### config.mk
export PLATFORM = sky130hd
export DESIGN_NAME = tlb
export DESIGN_NICKNAME = d
export VERILOG_FILES = /design/src/rtl/page_walk_pkg.sv /design/src/rtl/tlb_pkg.sv /design/src/rtl/tlb_cam.sv /design/src/rtl/tlb.sv
export SDC_FILE = /design/constraint.sdc
export NUM_CORES = 2
export LEC_CHECK = 0
export CAP_MARGIN = 20
export CORE_MARGIN = 1.5
export CORE_UTILIZATION = 54
export CTS_CLUSTER_SIZE = 25
export DETAILED_ROUTE_END_ITERATION = 8
export PLACE_DENSITY = 0.77
export SLEW_MARGIN = 20
export SYNTH_ARGS = -nofsm -noshare
export SYNTH_HDL_FRONTEND = slang
export SYNTH_HIERARCHICAL = 1
export SYNTH_SLANG_ARGS = --single-unit
### constraint.sdc
create_clock -name clk -period 4.65 [get_ports clk]
set_clock_uncertainty 0.05 [all_clocks]
set_input_delay 0.93 -clock clk [delete_from_list [all_inputs] [get_ports clk]]
set_output_delay 0.93 -clock clk [all_outputs]
set_load 0.1 [all_outputs]
### src/rtl/page_walk_pkg.sv
// Shared page-walker interface types: the result record returned by the hardware page walker.
package page_walk_pkg;

  typedef struct packed {
    logic [63:0] paddr;
    logic        fault;
    logic        dirty;
    logic        readable;
    logic        writable;
    logic        executable;
    logic        user;
    logic [1:0]  pgsize;  // 0: 1 GiB, 1: 2 MiB, 2: 4 KiB
  } page_walk_rsp_t;

endpackage

### src/rtl/tlb_pkg.sv
// TLB shared types: entry record, controller state encoding and page-size aware helpers.
package tlb_pkg;

  typedef struct packed {
    logic         valid;
    logic [38:12] vpn;
    logic [63:12] ppn;
    logic [1:0]   pgsize;
    logic         dirty;
    logic         readable;
    logic         writable;
  } tlb_entry_t;

  typedef enum logic [2:0] {
    StIdle, StWalkReq, StWalkWait, StDirtyReq, StDirtyWait, StResp
  } tlb_state_e;

  function automatic logic vpn_match(input logic [38:12] vpn, input logic [63:0] va,
                                     input logic [1:0] pgsize);
    case (pgsize)
      2'd0:    return vpn[38:30] == va[38:30];
      2'd1:    return vpn[38:21] == va[38:21];
      default: return vpn == va[38:12];
    endcase
  endfunction

  function automatic logic [63:0] pa_merge(input logic [63:12] ppn, input logic [63:0] va,
                                           input logic [1:0] pgsize);
    case (pgsize)
      2'd0:    return {ppn[63:30], va[29:0]};
      2'd1:    return {ppn[63:21], va[20:0]};
      default: return {ppn[63:12], va[11:0]};
    endcase
  endfunction

endpackage

### src/rtl/tlb_cam.sv
// TLB match array: finds the lowest-index valid entry covering va and forms its physical address.
module tlb_cam
  import tlb_pkg::*;
#(
  parameter int unsigned N_ENTRIES = 8,
  parameter int unsigned IdxW      = $clog2(N_ENTRIES)
) (
  input  tlb_entry_t [N_ENTRIES-1:0] entries,
  input  logic [63:0]                va,
  output logic                       hit,
  output logic [IdxW-1:0]            hit_idx,
  output logic [63:0]                hit_pa
);

  logic unused_bits;

  always_comb begin
    hit     = 1'b0;
    hit_idx = '0;
    for (int i = int'(N_ENTRIES) - 1; i >= 0; i--) begin
      if (entries[i].valid && vpn_match(entries[i].vpn, va, entries[i].pgsize)) begin
        hit     = 1'b1;
        hit_idx = IdxW'(i);
      end
    end
    hit_pa = pa_merge(entries[hit_idx].ppn, va, entries[hit_idx].pgsize);
  end

  // Permission bits are consumed by the controller, not the matcher.
  always_comb begin
    unused_bits = ^va[63:39];
    for (int i = 0; i < int'(N_ENTRIES); i++) begin
      unused_bits = unused_bits ^ entries[i].dirty ^ entries[i].readable ^ entries[i].writable;
    end
  end

endmodule

### src/rtl/tlb.sv
// Fully-associative TLB with page-walk refill, permission checks and dirty-bit marking.
// Defining TLB_STATS_EN adds hit_count/miss_count output counters.
module tlb
  import page_walk_pkg::*, tlb_pkg::*;
#(
  parameter int unsigned N_ENTRIES = 8
) (
  input  logic           clk,
  input  logic           reset,
  input  logic           clear_tlb,
  input  logic           req_valid,
  input  logic [63:0]    req_va,
  input  logic           req_store,
  output logic           req_ready,
  output logic           rsp_valid,
  output logic [63:0]    rsp_pa,
  output logic           rsp_fault,
  output logic           walk_req,
  output logic [63:0]    walk_va,
  input  logic           walk_gnt,
  input  logic           walk_rsp_valid,
  input  page_walk_rsp_t walk_rsp,
  output logic           mark_dirty_valid,
  output logic [63:0]    mark_dirty_addr,
  input  logic           mark_dirty_rsp_valid
`ifdef TLB_STATS_EN
  ,
  output logic [63:0]    hit_count,
  output logic [63:0]    miss_count
`endif
);

  localparam int unsigned IdxW = $clog2(N_ENTRIES);

  tlb_entry_t [N_ENTRIES-1:0] entries_q, entries_d;
  tlb_state_e                 state_q, state_d;
  logic [IdxW-1:0]            rr_q, rr_d, idx_q, idx_d, victim, cam_idx;
  logic [63:0]                va_q, va_d, pa_q, pa_d, rsp_pa_q, rsp_pa_d;
  logic [63:0]                walk_va_q, walk_va_d, mark_addr_q, mark_addr_d;
  logic                       store_q, store_d, clr_pend_q, clr_pend_d, rsp_fault_q, rsp_fault_d;
  logic                       cam_hit, resolve, fill;
  logic [63:0]                cam_pa, res_pa, res_va;
  logic                       from_walk, res_st, res_r, res_w, res_dirty, res_fault, res_mark;
  logic                       unused_bits;

  tlb_cam #(
    .N_ENTRIES(N_ENTRIES),
    .IdxW     (IdxW)
  ) u_cam (
    .entries(entries_q),
    .va     (req_va),
    .hit    (cam_hit),
    .hit_idx(cam_idx),
    .hit_pa (cam_pa)
  );

  // Hits and walk results share one permission/dirty decision path.
  assign from_walk = (state_q == StWalkWait);
  assign res_st    = from_walk ? store_q : req_store;
  assign res_va    = from_walk ? va_q : req_va;
  assign res_r     = from_walk ? walk_rsp.readable : entries_q[cam_idx].readable;
  assign res_w     = from_walk ? walk_rsp.writable : entries_q[cam_idx].writable;
  assign res_dirty = from_walk ? walk_rsp.dirty : entries_q[cam_idx].dirty;
  assign res_pa    = from_walk ? pa_merge(walk_rsp.paddr[63:12], va_q, walk_rsp.pgsize) : cam_pa;
  assign res_fault = res_st ? !res_w : !res_r;
  assign res_mark  = res_st && !res_dirty;

  always_comb begin
    victim = rr_q;
    for (int i = int'(N_ENTRIES) - 1; i >= 0; i--) begin
      if (!entries_q[i].valid) victim = IdxW'(i);
    end
  end

  always_comb begin
    state_d     = state_q;
    entries_d   = entries_q;
    rr_d        = rr_q;
    idx_d       = idx_q;
    va_d        = va_q;
    pa_d        = pa_q;
    store_d     = store_q;
    rsp_pa_d    = rsp_pa_q;
    rsp_fault_d = rsp_fault_q;
    walk_va_d   = walk_va_q;
    mark_addr_d = mark_addr_q;
    clr_pend_d  = clr_pend_q;
    resolve     = 1'b0;
    fill        = 1'b0;

    unique case (state_q)
      StIdle: begin
        clr_pend_d = 1'b0;
        if (req_valid) begin
          va_d    = req_va;
          store_d = req_store;
          if (cam_hit) begin
            idx_d   = cam_idx;
            resolve = 1'b1;
          end else begin
            walk_va_d = req_va;
            state_d   = StWalkReq;
          end
        end
      end
      StWalkReq: begin
        if (walk_gnt) state_d = StWalkWait;
      end
      StWalkWait: begin
        if (walk_rsp_valid) begin
          if (walk_rsp.fault) begin
            state_d     = StResp;
            rsp_fault_d = 1'b1;
            rsp_pa_d    = '0;
          end else begin
            fill    = !clr_pend_q && !clear_tlb;
            idx_d   = victim;
            resolve = 1'b1;
          end
        end
      end
      StDirtyReq: state_d = StDirtyWait;
      StDirtyWait: begin
        if (mark_dirty_rsp_valid) begin
          entries_d[idx_q].dirty = 1'b1;
          state_d     = StResp;
          rsp_fault_d = 1'b0;
          rsp_pa_d    = pa_q;
        end
      end
      StResp:  state_d = StIdle;
      default: state_d = StIdle;
    endcase

    if (resolve) begin
      if (res_fault) begin
        state_d     = StResp;
        rsp_fault_d = 1'b1;
        rsp_pa_d    = '0;
      end else if (res_mark) begin
        state_d     = StDirtyReq;
        pa_d        = res_pa;
        mark_addr_d = res_va;
      end else begin
        state_d     = StResp;
        rsp_fault_d = 1'b0;
        rsp_pa_d    = res_pa;
      end
    end

    if (fill) begin
      entries_d[victim] = '{valid:    1'b1,
                            vpn:      va_q[38:12],
                            ppn:      walk_rsp.paddr[63:12],
                            pgsize:   walk_rsp.pgsize,
                            dirty:    walk_rsp.dirty,
                            readable: walk_rsp.readable,
                            writable: walk_rsp.writable};
      rr_d = rr_q + IdxW'(1);
    end

    if ((state_q == StWalkReq || state_q == StWalkWait) && clear_tlb) clr_pend_d = 1'b1;
    // Clear wins over a fill landing in the same cycle.
    if (clear_tlb) begin
      for (int i = 0; i < int'(N_ENTRIES); i++) entries_d[i].valid = 1'b0;
    end
  end

  always_ff @(posedge clk or negedge reset) begin
    if (!reset) begin
      state_q     <= StIdle;
      entries_q   <= '0;
      rr_q        <= '0;
      idx_q       <= '0;
      va_q        <= '0;
      pa_q        <= '0;
      store_q     <= 1'b0;
      rsp_pa_q    <= '0;
      rsp_fault_q <= 1'b0;
      walk_va_q   <= '0;
      mark_addr_q <= '0;
      clr_pend_q  <= 1'b0;
    end else begin
      state_q     <= state_d;
      entries_q   <= entries_d;
      rr_q        <= rr_d;
      idx_q       <= idx_d;
      va_q        <= va_d;
      pa_q        <= pa_d;
      store_q     <= store_d;
      rsp_pa_q    <= rsp_pa_d;
      rsp_fault_q <= rsp_fault_d;
      walk_va_q   <= walk_va_d;
      mark_addr_q <= mark_addr_d;
      clr_pend_q  <= clr_pend_d;
    end
  end

  assign req_ready        = (state_q == StIdle);
  assign rsp_valid        = (state_q == StResp);
  assign rsp_fault        = rsp_fault_q;
  assign rsp_pa           = rsp_pa_q;
  assign walk_req         = (state_q == StWalkReq);
  assign walk_va          = walk_va_q;
  assign mark_dirty_valid = (state_q == StDirtyReq);
  assign mark_dirty_addr  = mark_addr_q;

  assign unused_bits = ^{walk_rsp.paddr[11:0], walk_rsp.executable, walk_rsp.user};

`ifdef TLB_STATS_EN
  logic [63:0] hit_cnt_q, miss_cnt_q;

  always_ff @(posedge clk or negedge reset) begin
    if (!reset) begin
      hit_cnt_q  <= '0;
      miss_cnt_q <= '0;
    end else if (state_q == StIdle && req_valid) begin
      if (cam_hit) hit_cnt_q <= hit_cnt_q + 64'd1;
      else         miss_cnt_q <= miss_cnt_q + 64'd1;
    end
  end

  assign hit_count  = hit_cnt_q;
  assign miss_count = miss_cnt_q;
`endif

endmodule

; Yosys cells after proc, flatten, opt, wreduce, memory -nomap -nowiden
; Index checks and enable logic that the tools add are counted.
[classes]
muxes = 99
n_lt_le_gt_ge = 5
reduce_logical = 37
bitwise_logic = 2
eq_ne = 49
n_addsub = 1
[ops]
columns = cell, n
row1 = two-way mux 680 bit, 3
row2 = bitwise mux 680 bit, 2
row3 = two-way mux 64 bit, 8
row4 = demux 85 bit (select 3 bit), 2
row5 = binary-select mux 85 bit (select 3 bit), 1
row6 = == test 27 bit, 8
row7 = == test 18 bit, 8
row8 = case mux 64 bit (2 select lines), 1
row9 = case mux 30 bit (2 select lines), 2
row10 = two-way mux 3 bit, 30
row11 = two-way mux 85 bit, 1
row12 = == test 9 bit, 8
row13 = two-way mux 57 bit, 1
row14 = two-way mux 1 bit, 36
row15 = "== test 2 x 1 -> 1 bit, second input constant", 10
row16 = zero test 2 bit, 10
row17 = case mux 1 bit (2 select lines), 10
row18 = case mux 3 bit (5 select lines), 1
row19 = logical AND 1 bit, 13
row20 = "< comparator 3 x 4 -> 1 bit, second input constant", 3
row21 = "inequality test 3 bit, second input constant", 3
row22 = "== test 3 x 2 -> 1 bit, second input constant", 2
row23 = "== test 3 bit, second input constant", 2
row24 = "greater-or-equal comparator 3 x 1 -> 1 bit, second input constant", 2
row25 = other kinds (16), 26
[word_totals]
in_bits = 144
out_inout_bits = 197
reg_bits = 1012
elab_cells = 260

; Depth between registers and ports, before layout
[depth]
ltp_word = 19
ltp_mapped = 21
ltp_nobuf = 15

; Hierarchy
; Netlist, hierarchy kept.
[modules_own_cells]
columns = module, n_inst, cells_per_inst, area_per_inst_um2
row1 = tlb, 1, 2791, 39783.2
row2 = tlb_cam, 1, 1017, 7492.2

; Worst setup path after synthesis
; Ideal clock, no wire load.
[synth_timing]
kind = in2reg
from = input port req_va[26]
to = register pa_q[18]
arrival_time_ps = 5157
slack_ps = -688
t_required_ps = 4469
path_stages = 20
setup_ps = 131
path_cell_list = buf_2 xnor2_1 nand3_1 o31ai_1 a22oi_1 or4_1 and2_1 a21boi_0 buf_2 clkbuf_1 buf_2 buf_4 mux2i_1 mux4_2 a21o_1 or4_1 clkbuf_1 clkbuf_1 nand2_1 o21ai_0
[synth_via]
elab_chain_len = 18
elab_cells_between_ends = 67
classes_between = eq/ne: 17 / mux: 35 / bitwise: 1 / reduce/logical: 14
[synth_lines]
columns = item, line_no
row1 = from (decl), tlb.sv:12  ; input logic [63:0] req_va,
row2 = == test 27 bit or == test 18 bit (tied branches), "tlb_pkg.sv:23, tlb_pkg.sv:22"
row3 = case mux 1 bit (2 select lines), tlb_pkg.sv:20  ; case (pgsize)
row4 = logical AND 1 bit, tlb_cam.sv:21  ; if (entries[i].valid && vpn_match(entries[i].vpn, va, entries[i].pgsize)) begin
row5 = two-way mux 3 bit (7 in a row), tlb_cam.sv:21
row6 = two-way mux 3 bit (*), tlb_cam.sv:21
row7 = net cam_idx[1], tlb.sv:37  ; logic [IdxW-1:0] rr_q, rr_d, idx_q, idx_d, victim, cam_idx;
row8 = binary-select mux 85 bit (select 3 bit) (*), -
row9 = two-way mux 57 bit (not written as such) (*), tlb_cam.sv:26  ; hit_pa = pa_merge(entries[hit_idx].ppn, va, entries[hit_idx].pgsize);
row10 = "two-way mux 1 bit, on equally long branches", "tlb.sv:61, tlb.sv:62"
row11 = zero test 1 bit, tlb.sv:65  ; assign res_fault = res_st ? !res_w : !res_r;
row12 = two-way mux 1 bit, tlb.sv:65
row13 = NOT 1 bit (no source line), -
row14 = AND reduction 3 bit (no source line), -
row15 = to (signal assigned), tlb.sv:189  ; pa_q <= pa_d;
row16 = to (decl), tlb.sv:38  ; logic [63:0] va_q, va_d, pa_q, pa_d, rsp_pa_q, rsp_pa_d;
; The timed path passes the listed nets; every way through them passes the cells marked *. The select of a mux whose other input is x is not followed.
; A chain may end at the register's enable or synchronous reset.

; Final worst setup path
[layout_timing]
from = input port req_va[12]
to = register mark_addr_q[30], in the netlist mark_dirty_addr[30]
[layout_via]
elab_chain_len = 18
elab_cells_between_ends = 55
classes_between = eq/ne: 8 / mux: 33 / bitwise: 1 / reduce/logical: 13
[layout_lines]
columns = item, line_no
row1 = == test 27 bit, tlb_pkg.sv:23  ; default: return vpn == va[38:12];
row2 = case mux 1 bit (2 select lines), tlb_pkg.sv:20
row3 = logical AND 1 bit, tlb_cam.sv:21
row4 = two-way mux 3 bit (7 in a row), tlb_cam.sv:21
row5 = two-way mux 3 bit (*), tlb_cam.sv:21
row6 = net cam_idx[1], tlb.sv:37
row7 = binary-select mux 85 bit (select 3 bit) (*), "tlb.sv:61, tlb.sv:62, tlb.sv:63"
row8 = two-way mux 57 bit (*), -
row9 = "two-way mux 1 bit, on equally long branches", "tlb.sv:61, tlb.sv:62"
row10 = zero test 1 bit, tlb.sv:65
row11 = two-way mux 1 bit, tlb.sv:65
row12 = NOT 1 bit (no source line), -
row13 = AND reduction 3 bit (no source line) (*), -
row14 = to (signal assigned), tlb.sv:194  ; mark_addr_q <= mark_addr_d;
row15 = to (decl), tlb.sv:39  ; logic [63:0] walk_va_q, walk_va_d, mark_addr_q, mark_addr_d;
; Marked as above.

==> flow_metrics.py <==
metrics = {
    "timing": {
        "fmax_mhz": 220,
        "layout_setup_ws_ps": 108,
        "final.period_utilization": 0.977,
        "worstMarginPinSlew_ps": 1180,
        "final-hold-violation-count": 0,
        "rsz0062_at_grt": "true",
        "setup_viol": 0,
        "slew-limit-headroom": 0.209,
        "finalHoldWorstSlack_ps": 305,
        "fin_crit_ps": 4540,
        "setup-tns-final_ps": 0,
        "maxSlewViolCount": 0,
    },
    "yosys": {
        "synth_area_per_cell_sq_um": 12.4,
        "synth-seq-cells": 1012,
        "synth.cell_area_sq_um": 47300,
        "synth.distinct_cells": 71,
        "yosys_most_used_dff": "dfrtp_1",
        "synth.area.top_cells": "dfrtp_1, mux2_2, mux2i_1",
        "netlist.area_leader.share": 0.536,
        "yosysWarnings": 6,
        "syn-instance-count": 3808,
        "yosysMostFrequentCell": "dfrtp_1",
        "synth_commonest_cells": "dfrtp_1, mux2_2, nand2_1",
        "synth_edf_count": 0,
        "yosysSeqAreaShare": 0.536,
        "synthArstFlopShare": 1.00,
        "synth_area_leader_cell": "dfrtp_1",
        "synth_nets": 3953,
    },
    "die": {
        "fp.dieW_um": 299,
        "initial_core_util": 0.545,
        "rows": 108,
        "io_pins": 341,
        "die_h_um": 299,
        "coreArea_sq_um": 86800,
        "die_area_sq_um": 89300,
    },
    "pwr": {
        "p_per_area_nw_per_um2": 573,
        "vdd_ir_drop_max_mv": 0.770,
        "total_power_mw": 33.0,
        "p_leak_nw": 26.4,
    },
    "place": {
        "dpl.cell_count": 5288,
        "place_ws_ps": -721,
        "dpl.hpwl_mm": 80.8,
        "gp_congestion": 0.879,
        "port-buffer-count": 326,
        "place_area_sq_um": 53700,
    },
    "run": {
        "maxCapViolCount": 0,
    },
    "layout": {
        "finalInstanceArea_sq_um": 57600,
        "drive_gt1_frac": 0.288,
        "fillers": 6324,
        "finalNetCount": 4393,
        "area_growth_pct": 21.8,
        "finalNonFillerCells": 5496,
        "utilization": 0.664,
    },
    "route": {
        "wl_mm": 126,
        "vias": 32500,
        "drt_iter0_drc": 2326,
        "drtAntennaViolNets": 0,
        "wire_per_inst_um": 22.9,
        "viasPerCell": 5.91,
        "firstDrtPassIters": 5,
        "route.detailed.drc": 0,
    },
    "clock_network": {
        "clk_latency_ps": 710,
        "clkSinkCount": 1012,
        "tritoncts.num_buffers": 106,
        "ctsHoldBuffers": 0,
        "clk_path_buf_depth": 3,
        "cts-htree-levels": 3,
        "cts-root-buf": "clkbuf_16",
        "clkTransAtPathRegs_ps": 60,
        "tritoncts": "built",
    },
    "global_route": {
        "grt_pass1_wl_mm": 197,
        "grt-ovfl-total": 0,
        "grt_pass1_vias": 33700,
        "grt_max_degree": 100,
        "grtUsageTotal": 0.281,
        "antenna_found_initial": 8,
    },
    "setup_path": {
        "end_kind": "register",
        "crit_required_ps": 5190,
        "critPathLaunchType": "input port",
        "cp.arrival_ps": 5080,
        "ff2ff_path_depth": 19,
        "crit_path_max_fanout": 30,
        "critPathKind": "input port to register",
        "r2r_slack_ps": 510,
    },
    "status": {
        "status": "finished, final reports clean",
    },
    "hold_path": {
        "holdCritPathClass": "input port to asynchronous set/reset pin",
    },
}
-- worst max-delay path, cell delays in order --
cell and delay [ps]:
clkdlybuf4s50_1 590, xnor2_1 160, buf_4 160, nand4_1 190, nor3_2 230, a22oi_1 80
or4_1 480, and2_4 180, a21boi_4 140, buf_12 160, buf_12 140, mux2i_1 120
a22oi_1 190, a32oi_1 170, buf_4 180, nor4_4 310, buf_6 230, buf_12 190
nor2_1 60, a31oi_1 150
-- layout by cell type (no fill, tap or decap), types with 28 or more instances in the layout --
cell	netlist	final
nand4_1	35	35
mux2_2	661	661
dfrtp_1	1012	1012
a21oi_1	139	138
xor2_1	39	39
mux2_1	148	148
nand2_1	267	266
clkbuf_16	0	109
nor2_1	142	142
buf_12	0	61
mux2_4	49	49
clkbuf_8	0	30
xnor2_1	177	172
clkdlybuf4s50_1	0	319
mux2i_1	237	235
buf_4	32	237
o21ai_1	10	28
a211oi_1	29	29
a31oi_1	62	62
o21ai_0	121	102
o22ai_1	69	69
a22oi_1	70	69
-- layout make-up --
class / instances / area (sq um) / area share
timing repair buffer: 633 / 6430 / 0.112
multi-input combinational: 2475 / 20600 / 0.358
inverter: 20 / 75.1 / 0.00130
clock buffer: 158 / 3170 / 0.0550
sequential: 1012 / 25300 / 0.440
antenna: 7 / 17.5 / 0.000304
tap: 1155 / 1450 / 0.0251
clock inverter: 36 / 480 / 0.00834
-- layer usage --
layer / wire length, um / vias up / global-route usage
met5: 13 / - / 0
met4: 4120 / 2 / 0.104
met3: 8150 / 237 / 0.0543
met2: 60900 / 961 / 0.459
met1: 52900 / 16800 / 0.374
li1: - / 14500 / -
-- final timing paths --
path                           startpoint             endpoint
hold reg to reg                   rr_q[2]              rr_q[2]
min in group clk                  rr_q[2]              rr_q[2]
setup reg to reg           entries_q[142]  mark_dirty_addr[30]
hold / removal                      reset       entries_q[371]
max in group asynchronous           reset       entries_q[333]
setup / recovery               req_va[12]  mark_dirty_addr[30]
-- power by group --
group	internal, mW	switching, mW	total [mW]
clock	5.17	3.61	8.78
sequential	10.4	1.41	11.8
combinational	3.65	8.71	12.4
total	19.2	13.7	33.0
-- sequential cells by signal (all words and copies together) (netlist names) --
name and flops:
clr_pend_q 1, entries_q 680, idx_q 3, mark_dirty_addr 64, pa_q 64, rr_q 3, rsp_fault 1, rsp_pa 64
state_q 3, store_q 1, va_q 64, walk_va 64
-- logic make-up after synthesis --
family                     synth area share
AOI/OAI and AO/OA                    0.0753
DFF                                   0.536
muxes                                 0.259
adders and majority gates          0.000265
buffers and inverters                0.0338
xor gates and xnor gates             0.0407
and+or+nand+nor                      0.0553
-- repair_timing --
| item | 4_1_cts | 5_1_grt |
|---|---|---|
| endpoints found under the setup margin | 3 | 194 |
| setup buffers | 0 | 5 |
| gates resized for setup | 1 | 28 |
| pin swaps | 0 | 5 |
| gates cloned | 0 | 2 |
No activity file was read; power rests on OpenSTA's default activity.
